===== src/rtl/axi_ram_pkg.sv =====
// axi_ram_pkg: shared FSM state encoding and AXI response codes for the AXI RAM slave.
package axi_ram_pkg;
    typedef enum logic [2:0] {
        IDLE,
        RD_REQ,
        RD_DATA,
        WR_DATA,
        WR_RESP
    } state_t;

    localparam logic [1:0] RESP_OKAY   = 2'b00;
    localparam logic [1:0] RESP_SLVERR = 2'b10;
endpackage


===== src/rtl/axi_ram_slave.sv =====
// axi_ram_slave: single-outstanding AXI4 INCR slave bridging to a 1-cycle-latency single-port RAM.
module axi_ram_slave
    import axi_ram_pkg::*;
#(
    parameter int RAM_AW = 16
) (
    input  logic              aclk,
    input  logic              aresetn,
    input  logic [3:0]        arid,
    input  logic [31:0]       araddr,
    input  logic [7:0]        arlen,
    input  logic              arvalid,
    output logic              arready,
    output logic [3:0]        rid,
    output logic [31:0]       rdata,
    output logic [1:0]        rresp,
    output logic              rlast,
    output logic              rvalid,
    input  logic              rready,
    input  logic [3:0]        awid,
    input  logic [31:0]       awaddr,
    input  logic [7:0]        awlen,
    input  logic              awvalid,
    output logic              awready,
    input  logic [31:0]       wdata,
    input  logic [3:0]        wstrb,
    input  logic              wlast,
    input  logic              wvalid,
    output logic              wready,
    output logic [3:0]        bid,
    output logic [1:0]        bresp,
    output logic              bvalid,
    input  logic              bready,
    output logic              ram_en,
    output logic [3:0]        ram_wen,
    output logic [RAM_AW-1:0] ram_addr,
    output logic [31:0]       ram_wdata,
    input  logic [31:0]       ram_rdata
);
    state_t state, state_nx;
    logic [RAM_AW-1:0] addr;
    logic [7:0] len, beat;
    logic [31:0] rdata_q;
    logic last_rd, fresh, err, err_nx;
    logic grant_w, grant_r, last_beat, w_hs, r_hs;
    logic unused_addr;

    assign unused_addr = ^{araddr, awaddr};
    assign last_beat = beat == len;
    // Round-robin between channels; last_rd resets high so a write wins first.
    assign grant_w = awvalid && (!arvalid || last_rd);
    assign grant_r = arvalid && !grant_w;
    assign w_hs = state == WR_DATA && wvalid;
    assign r_hs = state == RD_DATA && rready;
    assign err_nx = err | (wlast != last_beat);

    always_ff @(posedge aclk or negedge aresetn) begin
        if (!aresetn) state <= IDLE;
        else state <= state_nx;
    end

    always_comb begin
        state_nx = state;
        case (state)
            IDLE:    state_nx = grant_w ? WR_DATA : grant_r ? RD_REQ : IDLE;
            RD_REQ:  state_nx = RD_DATA;
            RD_DATA: state_nx = rready ? (last_beat ? IDLE : RD_REQ) : RD_DATA;
            WR_DATA: state_nx = (wvalid && last_beat) ? WR_RESP : WR_DATA;
            WR_RESP: state_nx = bready ? IDLE : WR_RESP;
            default: state_nx = IDLE;
        endcase
    end

    // RAM data arrives in the first RD_DATA cycle; rdata_q holds it through stalls.
    always_comb begin
        arready   = state == IDLE && grant_r;
        awready   = state == IDLE && grant_w;
        rvalid    = state == RD_DATA;
        rlast     = rvalid && last_beat;
        rresp     = RESP_OKAY;
        rdata     = fresh ? ram_rdata : rdata_q;
        wready    = state == WR_DATA;
        bvalid    = state == WR_RESP;
        ram_en    = state == RD_REQ || w_hs;
        ram_wen   = w_hs ? wstrb : 4'b0000;
        ram_addr  = addr;
        ram_wdata = wdata;
    end

    always_ff @(posedge aclk or negedge aresetn) begin
        if (!aresetn) begin
            addr    <= '0;
            len     <= '0;
            beat    <= '0;
            rid     <= '0;
            bid     <= '0;
            bresp   <= RESP_OKAY;
            err     <= 1'b0;
            fresh   <= 1'b0;
            rdata_q <= '0;
            last_rd <= 1'b1;
        end else begin
            fresh <= state == RD_REQ;
            if (fresh) rdata_q <= ram_rdata;
            if (arready) begin
                addr    <= araddr[RAM_AW+1:2];
                len     <= arlen;
                beat    <= '0;
                rid     <= arid;
                last_rd <= 1'b1;
            end
            if (awready) begin
                addr    <= awaddr[RAM_AW+1:2];
                len     <= awlen;
                beat    <= '0;
                bid     <= awid;
                err     <= 1'b0;
                last_rd <= 1'b0;
            end
            if (r_hs || w_hs) begin
                addr <= addr + RAM_AW'(1);
                beat <= beat + 8'd1;
            end
            if (w_hs) begin
                err <= err_nx;
                if (last_beat) bresp <= err_nx ? RESP_SLVERR : RESP_OKAY;
            end
        end
    end
endmodule


===== config.mk =====
export PLATFORM = sky130hd
export DESIGN_NAME = axi_ram_slave
export DESIGN_NICKNAME = d
export VERILOG_FILES = /design/src/rtl/axi_ram_pkg.sv /design/src/rtl/axi_ram_slave.sv
export SDC_FILE = /design/constraint.sdc
export NUM_CORES = 1
export LEC_CHECK = 0
export CORE_MARGIN = 2
export CORE_UTILIZATION = 30
export CTS_BUF_LIST = sky130_fd_sc_hd__clkbuf_4 sky130_fd_sc_hd__clkbuf_8
export DETAILED_ROUTE_END_ITERATION = 7
export PLACE_DENSITY = 0.77
export SLEW_MARGIN = 40
export SYNTH_ARGS = -nofsm -noshare
export SYNTH_HDL_FRONTEND = slang
export SYNTH_SLANG_ARGS = --single-unit

===== constraint.sdc =====
create_clock -name aclk -period 1.8 [get_ports aclk]
set_input_delay 0.36 -clock aclk [delete_from_list [all_inputs] [get_ports aclk]]
set_output_delay 0.36 -clock aclk [all_outputs]
set_load 0.01 [all_outputs]

==> results.py <==
metrics = {
    "yosys": {
        "yosys_warnings": 0,
        "synthMuxAreaShare_pct": 13.8,
        "seq_area_frac_synth_pct": 49.7,
        "synth_edf_count": 0,
        "ys_ff_latch": 79,
        "netlist_area_um2": 3980,
        "synth_cells": 376,
        "postSynthAreaPerCell_um2": 10.6,
        "synth_compound_area_share_pct": 10.3,
        "synthXorXnorAreaFrac_pct": 2.20,
        "yosys.area_share.simple_pct": 14.2,
        "synth_top_family_by_area": "simple AND/OR/NAND/NOR gates",
        "async_flop_share_pct": 100,
        "synth_fa_ha_area_share_pct": 0.629,
        "synthFlopType": "dfrtp_1",
        "netlist-cell-type-count": 52,
    },
    "run_status": {
        "status": "complete, but fails checks",
        "failed_checks": "setup timing",
    },
    "die": {
        "fp-row-count": 42,
        "fp.dieW_um": 119,
        "ios": 267,
        "dieArea_um2": 14200,
        "die_h_um": 119,
        "coreArea_um2": 13100,
        "start_util_pct": 30.4,
    },
    "final_layout": {
        "drive_gt1_share_pct": 38.2,
        "ff_latch_area_um2": 1990,
        "antenna_cells": 0,
        "finalInstanceArea_um2": 6960,
        "fill_cells": 1105,
        "multi_input_area_um2": 1960,
        "syn_to_final_growth_pct": 74.8,
        "fin_nets": 761,
    },
    "worst_setup_path": {
        "r2r_cells": 8,
        "r2r-end": "ram_addr[11]",
        "cp.buffers_inverters": 1,
        "rrSetupSlack_ns": -0.09,
        "cp_slowest_stage_delay_ns": 0.39,
        "path_class": "reg -> out",
        "crit_required_ns": 1.44,
        "crit_family": "simple AND/OR/NAND/NOR gates",
        "path_max_fanout": 2,
        "critPathSlowestCell": "dfrtp_1",
        "path_cells": "xor2_1 > nor4_2 > nand2_1 > nor3_2 > buf_2",
        "cp.arrival_ns": 1.70,
        "setup.worst_path.end_class": "output pin",
        "r2r_start": "state[2]",
        "cp-start-kind": "flip-flop",
    },
    "place": {
        "place_area_um2": 6010,
        "dp_hpwl_um": 8920,
        "numPortBuffers": 167,
        "gp_congestion": 0.817,
    },
    "detailed_routing": {
        "drc": 0,
        "routed_via_density": 4.83,
        "ant_nets": 0,
        "wl_um": 13500,
        "dr.pass1.iters": 4,
        "drtIter0Drc": 166,
        "num_vias": 3740,
        "wl_per_cell_um": 17.4,
    },
    "clock_tree": {
        "clkLatencyLatePin_ns": 0.36,
        "htree_levels": 3,
        "root_buffer": "clkbuf_8",
        "clk_pin_slew_worst_paths_ns": 0.08,
        "numCtsBuffers": 9,
        "cts.path.max_buffers": 2,
        "tritoncts": "done",
        "clkSinkCount": 79,
    },
    "sta": {
        "clock_skew_ns": 0.0109,
        "slew_violations": 0,
        "fin_ws_ns": -0.265,
        "fmax_mhz": 484,
        "holdWs_ns": 0.410,
        "period_share_pct": 115,
        "hold_viol": 0,
        "setup_viol": 37,
        "rsz0062_at_grt": "yes",
        "fin_crit_ns": 2.06,
    },
    "job": {
        "maxCapViolCount": 0,
    },
    "grt": {
        "grt_pass1_wl_um": 20500,
        "grt_use_total_pct": 18.5,
        "first_global_vias": 3942,
        "grt_max_degree": 34,
        "antenna_found_initial": 0,
        "grt_overflow": 0,
    },
    "pwr": {
        "power_density_nw_per_um2": 1640,
        "leakagePower_nw": 3.17,
        "worst_ir_drop_vdd_mv": 0.713,
    },
    "hold_path": {
        "min-delay-path-class": "in -> async",
    },
}
cell usage in the layout, fill, tap and decap left out, types with 6 or more instances in the layout:
master           count
a31oi_1              8
and3_1               7
buf_12               6
buf_4               66
buf_6               57
clkbuf_8            10
clkdlybuf4s50_1    120
dfrtp_1             72
dfrtp_2              6
mux2_4              32
mux2i_1             11
nand2_1             52
nor2_1              16
o21ai_0             12
o22ai_1              7
xor2_1               9
sequential cells by signal, summed over array words and instances, names as in the netlist:
register and count:
rid 4, fresh 1, beat 8, state 3, ram_addr 16, bresp 1, rdata_q 32, len 8
bid 4, last_rd 1, err 1
layer usage:
layer,GRT usage (%),up-vias,part of all wire (%)
met5,0,-,0
met4,6.62,0,2.1
met3,4.74,27,6.8
met2,33.7,151,52
met1,20.8,1835,39
li1,-,1727,-
kinds of logic (layout without fill, tap and decap cells):
logic type | Yosys count | count (layout)
multiplexers | 50 | 50
buffers and inverters | 58 | 279
adder cells (fa/ha/maj) | 2 | 2
AO/OA/AOI/OAI | 61 | 61
flip-flops | 79 | 79
XOR/XNOR | 10 | 10
AND/OR/NAND/NOR | 115 | 115
other | 1 | 3
worst register-to-register path, stage by stage (launching register included):
cell	delay [ns]
dfrtp_2	0.45
buf_4	0.15
buf_6	0.11
nand2b_4	0.17
nor3_2	0.27
buf_4	0.17
nand2_1	0.10
o32a_1	0.35
nand2_1	0.06
cell usage after synthesis, drive strengths merged (5+ instances only):
cell type | n | area [um2]
o22ai | 7 | 43.8
a211oi | 5 | 37.5
o21ai | 14 | 70.1
nand2 | 54 | 203
nor3 | 5 | 35.0
dfrtp | 78 | 1950
buf | 44 | 305
and3 | 10 | 62.6
mux2i | 13 | 134
a31oi | 8 | 50.1
nand3 | 5 | 25.0
mux2 | 37 | 417
and2 | 6 | 37.5
xor2 | 9 | 78.8
nand4 | 5 | 31.3
a21oi | 6 | 30.0
nor2 | 17 | 66.3
clkbuf | 9 | 33.8
inv | 5 | 18.8
through the flow:
stage	util (%)	setup TNS, ns	power [mW]	setup slack (ns)	std cells
after floorplan	-	-0.00352	5.50	-0.00352	378
after global placement	46.0	-9.64	8.11	-0.439	724
after detailed placement	46.0	-11.36	8.28	-0.459	724
after CTS	51.1	-6.86	10.8	-0.319	764
after global routing	53.2	-6.22	12.1	-0.339	775
final	53.2	-3.40	11.4	-0.265	775
final cells by class:
cell class	count	area share, %
repair buffers	259	36.7
flip-flops and latches	79	28.5
multi-input cells	241	28.2
well taps	176	3.16
clock buffers	11	2.09
clock inverters	4	1.01
inverters	5	0.306
where the power goes:
part	switching [mW]	internal [mW]	total, mW
Combinational	2.74	4.06	6.80
Sequential	0.540	2.61	3.15
Clock	0.644	0.823	1.47
how the worst max path moves through the flow:
| stage | start | end | slack (ns) | cells after the start |
|---|---|---|---|---|
| floorplan | state[0] | ram_addr[10] | -0.004 | 6 |
| global placement | len[3] | rlast | -0.44 | 5 |
| detailed placement | wvalid | ram_wen[1] | -0.46 | 4 |
| CTS | len[5] | rlast | -0.32 | 5 |
| global route | len[3] | rlast | -0.34 | 5 |
| finish | len[3] | rlast | -0.26 | 5 |
repair_timing:
item / 4_1_cts / 5_1_grt
endpoints found under the hold margin: 9 / 0
setup buffers: 22 / 16
cloned: 3 / 0
resized for setup: 262 / 65
hold buffers: 1 / 0
pin swaps: 7 / 23
endpoints found under the setup margin: 54 / 69
No activity file was read; power rests on OpenSTA's default activity.
